[src/rtl/spi_slave_param.sv]
// SPI slave that runs entirely on CLK. SCK, SS and MOSI are synchronised and edge-detected here;
// the block has no logic clocked by SCK. All four CKP/CPH modes, any word width, and either bit order.
//   state    | meaning
//   ST_IDLE  | SS released; MISO held low; waiting for a synced SS falling edge
//   ST_SHIFT | SS asserted; sampling MOSI and advancing MISO on SCK edges
module spi_slave_param #(
   parameter int               DATA_W      = 16,
   parameter bit               MSB_FIRST   = 1'b1,
   parameter int               SYNC_STAGES = 2,
   parameter logic [DATA_W-1:0] TX_IDLE    = '0
) (
   input  logic              CLK,
   input  logic              RESET_N,
   input  logic              CKP,
   input  logic              CPH,
   input  logic              SCK,
   input  logic              SS,
   input  logic              MOSI,
   output logic              MISO,
   input  logic [DATA_W-1:0] tx_data,
   input  logic              tx_load,
   output logic              tx_ready,
   output logic [DATA_W-1:0] rx_data,
   output logic              rx_valid,
   output logic              busy,
   output logic              abort,
   output logic              tx_underrun
);
   localparam int CNT_W = $clog2(DATA_W);
   localparam logic [CNT_W-1:0] LAST_BIT = CNT_W'(DATA_W - 1);

   typedef enum logic {ST_IDLE, ST_SHIFT} state_t;

   state_t state, state_nxt;

   logic [SYNC_STAGES-1:0] sck_sync, ss_sync, mosi_sync;
   logic sck_prev, ss_prev;
   logic sck_s, ss_s, mosi_s;
   logic ckp_l, cph_l;
   logic [CNT_W-1:0] bit_cnt;
   logic [DATA_W-1:0] tx_sr, rx_sr, rx_nxt, tx_buf, load_word;
   logic idle_word;
   logic miso_q;
   logic start, stop, sample, advance;
   logic sck_lead, sck_trail, ss_fall;
   logic word_done, reload, reload_buf, tx_accept, cph_eff;

   function automatic logic first_bit(input logic [DATA_W-1:0] w);
      return MSB_FIRST ? w[DATA_W-1] : w[0];
   endfunction

   function automatic logic [DATA_W-1:0] shift_out(input logic [DATA_W-1:0] w);
      return MSB_FIRST ? {w[DATA_W-2:0], 1'b0} : {1'b0, w[DATA_W-1:1]};
   endfunction

   // SS chain resets low so a select held low through reset never looks like a fresh fall.
   always_ff @(posedge CLK or negedge RESET_N) begin
      if (!RESET_N) begin
         sck_sync  <= '0;
         ss_sync   <= '0;
         mosi_sync <= '0;
         sck_prev  <= 1'b0;
         ss_prev   <= 1'b0;
      end else begin
         sck_sync  <= {sck_sync[SYNC_STAGES-2:0], SCK};
         ss_sync   <= {ss_sync[SYNC_STAGES-2:0], SS};
         mosi_sync <= {mosi_sync[SYNC_STAGES-2:0], MOSI};
         sck_prev  <= sck_s;
         ss_prev   <= ss_s;
      end
   end

   assign sck_s     = sck_sync[SYNC_STAGES-1];
   assign ss_s      = ss_sync[SYNC_STAGES-1];
   assign mosi_s    = mosi_sync[SYNC_STAGES-1];
   assign sck_lead  = (sck_s != sck_prev) && (sck_s != ckp_l);
   assign sck_trail = (sck_s != sck_prev) && (sck_s == ckp_l);
   assign ss_fall   = ss_prev && !ss_s;

   always_ff @(posedge CLK or negedge RESET_N) begin
      if (!RESET_N) state <= ST_IDLE;
      else          state <= state_nxt;
   end

   // In CPH=0 the trailing edge right after a word's last sample is skipped: the reload already
   // put the next word's first bit on MISO.
   always_comb begin
      state_nxt = state;
      start     = 1'b0;
      stop      = 1'b0;
      sample    = 1'b0;
      advance   = 1'b0;
      case (state)
         ST_IDLE: begin
            if (ss_fall) begin
               state_nxt = ST_SHIFT;
               start     = 1'b1;
            end
         end
         ST_SHIFT: begin
            if (ss_s) begin
               state_nxt = ST_IDLE;
               stop      = 1'b1;
            end else begin
               sample  = cph_l ? sck_trail : sck_lead;
               advance = cph_l ? sck_lead : (sck_trail && (bit_cnt != '0));
            end
         end
         default: state_nxt = ST_IDLE;
      endcase
   end

   always_comb begin
      rx_nxt = MSB_FIRST ? {rx_sr[DATA_W-2:0], mosi_s} : {mosi_s, rx_sr[DATA_W-1:1]};
   end

   assign word_done  = sample && (bit_cnt == LAST_BIT);
   assign reload     = start || word_done;
   assign reload_buf = reload && !tx_ready;
   assign load_word  = tx_ready ? TX_IDLE : tx_buf;
   assign tx_accept  = tx_load && (tx_ready || reload_buf);
   assign cph_eff    = start ? CPH : cph_l;

   always_ff @(posedge CLK or negedge RESET_N) begin
      if (!RESET_N) begin
         ckp_l       <= 1'b0;
         cph_l       <= 1'b0;
         bit_cnt     <= '0;
         tx_sr       <= '0;
         rx_sr       <= '0;
         rx_data     <= '0;
         rx_valid    <= 1'b0;
         abort       <= 1'b0;
         miso_q      <= 1'b0;
         tx_buf      <= '0;
         tx_ready    <= 1'b1;
         tx_underrun <= 1'b0;
         idle_word   <= 1'b0;
      end else begin
         rx_valid <= 1'b0;
         abort    <= 1'b0;
         if (start) begin
            ckp_l   <= CKP;
            cph_l   <= CPH;
            bit_cnt <= '0;
         end
         if (stop) begin
            bit_cnt <= '0;
            abort   <= (bit_cnt != '0);
            miso_q  <= 1'b0;
         end
         if (sample) begin
            rx_sr   <= rx_nxt;
            bit_cnt <= word_done ? '0 : bit_cnt + 1'b1;
            if (word_done) begin
               rx_data  <= rx_nxt;
               rx_valid <= 1'b1;
            end
         end
         if (reload) begin
            idle_word <= tx_ready;
            if (!cph_eff) begin
               miso_q <= first_bit(load_word);
               tx_sr  <= shift_out(load_word);
            end else begin
               tx_sr  <= load_word;
            end
         end else if (advance) begin
            miso_q <= first_bit(tx_sr);
            tx_sr  <= shift_out(tx_sr);
         end
         if (tx_accept) tx_buf <= tx_data;
         if (tx_accept)       tx_ready <= 1'b0;
         else if (reload_buf) tx_ready <= 1'b1;
         // Flagged when an idle-filled word really gets clocked, not when it is merely preloaded.
         if (sample && (bit_cnt == '0) && idle_word) tx_underrun <= 1'b1;
         else if (tx_accept)                         tx_underrun <= 1'b0;
      end
   end

   assign MISO = miso_q;
   assign busy = (state == ST_SHIFT);
endmodule

[config.mk]
export PLATFORM = sky130hd
export DESIGN_NAME = spi_slave_param
export DESIGN_NICKNAME = d
export VERILOG_FILES = /design/src/rtl/spi_slave_param.sv
export SDC_FILE = /design/constraint.sdc
export NUM_CORES = 1
export LEC_CHECK = 0
export ABC_AREA = 1
export CORE_MARGIN = 2
export CORE_UTILIZATION = 40
export CTS_CLUSTER_DIAMETER = 60
export DETAILED_ROUTE_END_ITERATION = 7
export GPL_TIMING_DRIVEN = 0
export PLACE_DENSITY = 0.6
export SYNTH_ARGS = -nofsm -noshare
export SYNTH_HDL_FRONTEND = slang
export SYNTH_SLANG_ARGS = --single-unit
[constraint.sdc]
create_clock -name CLK -period 4.24 [get_ports CLK]
set_clock_uncertainty 0.05 [all_clocks]
set_input_delay 0.636 -clock CLK [delete_from_list [all_inputs] [get_ports CLK]]
set_output_delay 0.636 -clock CLK [all_outputs]
set_load 0.02 [all_outputs]
==> flow_summary.yaml <==
critical_path:
  critPathCaptureType: "primary output"
  required_ns: 3.55
  worst_setup_path_start_kind: "flop"
  critPathMaxStageDelay_ns: 0.62
  r2r_cells: 11
  reg2reg_slack_ns: 2.39
  r2r_end: "tx_sr[8]"
  cpLargestDelayFamily: "buffers and inverters"
  path_cells: "clkdlybuf4s50_1"
  critPathKind: "flop to primary output"
  critPathBufInv: 1
  reg2reg_from: "bit_cnt[0]"
  cpMaxStageDelayCell: "clkdlybuf4s50_1"
  critical_path_arrival_ns: 1.56
  cp_max_fo: 5
final_layout:
  postLayoutCellArea_um2: 4682
  final_common_cell: "nand2_1"
  synthToLayoutAreaGrowth_pct: 21.57
  final_nets: 548
  final_cell_mix: "nand2_1, dfrtp_1, nand3_1"
  diodes: 0
  final_layout_size_suffix_gt1_share_pct: 10.82
  utilization_pct: 50.43
power:
  p_leak_nw: 2.321
  p_per_area_nw_per_um2: 424.7
  ir_drop_mv: 0.1732
synth:
  syn_inst: 466
  synth_enable_flop_cells: 0
  seq_area_frac_synth_pct: 54.61
  synth_nets: 492
  synth.top_cell.area_share_pct: 53.93
  yosys_warnings: 0
  synth-seq-cells: 84
  synthFlopType: "dfrtp_1"
  synth-async-reset-ratio_pct: 100.0
  syn_area_um2: 3851
  synthDistinctLibCells: 28
  avgSynthCellArea_um2: 8.264
  synth_top_cell_by_area: "dfrtp_1"
  yosys-top-cells-area: "dfrtp_1, nand2_1, nand3_1"
clocking:
  ctsResizeCount: 0
  clk_path_buf_depth: 2
  postCtsSetupRepairBufs: 0
  clock_latency_ns: 0.36
  numCtsBuffers: 9
  clockRootBuffer: "clkbuf_8"
  clock_sinks: 84
  clk_pin_slew_worst_paths_ns: 0.09
  cts_hold_buf: 0
  h-tree-depth: 3
  cts_tree: "done"
floorplanning:
  dieArea_um2: 10430
  die_width_um: 102.1
  core_um2: 9284
  fp-row-count: 35
  boundaryPins: 46
  fp.dieH_um: 102.1
  start_util_pct: 41.48
drt:
  drtIter0Drc: 199
  avgRoutedWirePerCell_um: 12.73
  ant_nets: 0
  wl_mm: 8.351
  firstDrtPassIters: 4
  route.detailed.drc: 0
  num_vias: 3112
  viasPerCell: 4.744
sta:
  fin_hold_ws_ns: 0.1648
  max_slew_margin_pct: 66.14
  finalCriticalPeriod_ns: 2.251
  fmax_mhz: 444.3
  setup_viol: 0
  finalWorstSetupSlack_ns: 1.989
  rsz0062_at_grt: "false"
  slew_viol_final: 0
  worst_slew_pin_slew_ns: 0.5078
  hold_violations: 0
  post-route-period-util_pct: 53.08
global_routing:
  grt_max_degree: 52
  globalRouteTotalUtil_pct: 17.89
  antenna_found_initial: 0
  grt_pass1_vias: 3075
  grt_pass1_wl_mm: 14.59
  gr-total-overflow: 0
outcome:
  status: "complete, no violations"
placed_design:
  hpwl_mm: 6.018
  place_area_um2: 4478
  place.gp.congestion: 0.7960
  place_worst_setup_slack_ns: 2.121
  port_buffers: 44
min_path:
  holdCritPathClass: "primary input to async pin"
flow_run:
  drv_cap: 0
state kept, by name (all words and copies together) (netlist names):
name / cells
MISO: 1
ss_prev: 1
busy: 1
tx_underrun: 1
sck_prev: 1
ckp_l: 1
tx_ready: 1
mosi_sync: 2
cph_l: 1
abort: 1
sck_sync: 2
idle_word: 1
tx_buf: 16
ss_sync: 2
rx_data: 16
bit_cnt: 4
tx_sr: 16
rx_valid: 1
rx_sr: 15
through the flow:
| stage | cells | total power [mW] | setup TNS (ns) |
|---|---|---|---|
| 4_1_cts | 656 | 2.013 | 0 |
| 6_report | 656 | 1.989 | 0 |
| 3_5_place_dp | 640 | 1.412 | 0 |
| 2_1_floorplan | 466 | 1.274 | 0 |
| 5_1_grt | 656 | 2.124 | 0 |
| 3_3_place_gp | 639 | 1.397 | -48.71 |
kinds of logic after synthesis:
group	Yosys count	synth area share (%)
and+or+nand+nor	273	30.57
DFF	84	54.61
buffers and inverters	58	7.115
AOI/OAI and AO/OA	48	6.823
adders and majority gates	2	0.6497
xor gates and xnor gates	1	0.2275
worst max path at each step:
stage	start	end	slack [ns]	cells past startpoint
after global placement	RESET_N	tx_sr[11]	-0.59	1
final	tx_ready	tx_ready	1.99	1
after CTS	tx_ready	tx_ready	1.97	1
after global routing	tx_ready	tx_ready	1.93	1
after floorplan	busy	tx_sr[10]	2.65	9
after detailed placement	CPH	tx_sr[5]	2.12	8
power breakdown:
part           internal [mW]  switching (mW)  leakage (nW)
Sequential             0.920          0.0705          1.08
Combinational          0.153           0.250          1.14
Clock                  0.282           0.314         0.103
Total                   1.35           0.635          2.32
Yosys cell counts (2+ instances only):
master / count
buf_2: 9
o21ai_1: 15
nor2_4: 2
nand2_4: 3
buf_6: 4
buf_4: 4
nand3_1: 51
nand2_2: 6
inv_1: 32
clkbuf_1: 4
dfrtp_1: 83
nor2_1: 9
inv_2: 4
o21ai_0: 28
nand2_1: 198
ha_1: 2
metal layers:
metal | vias to the layer above | global-route usage, % | share of wire [%] | wire [um]
li1 | 1573 | - | - | -
met1 | 1479 | 25.63 | 49 | 4104
met2 | 52 | 27.48 | 46 | 3881
met3 | 8 | 3.146 | 3.3 | 272
met4 | 0 | 6.462 | 1.1 | 93
met5 | - | 0 | 0 | 0
layout make-up:
cell class / count / area [um^2]
plain buffers: 22 / 138.9
clock buffers: 9 / 123.9
flip-flops and latches: 84 / 2103
clock inverters: 7 / 80.08
well taps: 129 / 161.4
repair buffers: 45 / 465.4
multi-input cells: 324 / 1474
inverters: 36 / 135.1
fillers: 914 / 4602
Note: power is estimated with default switching activity, not from simulation.
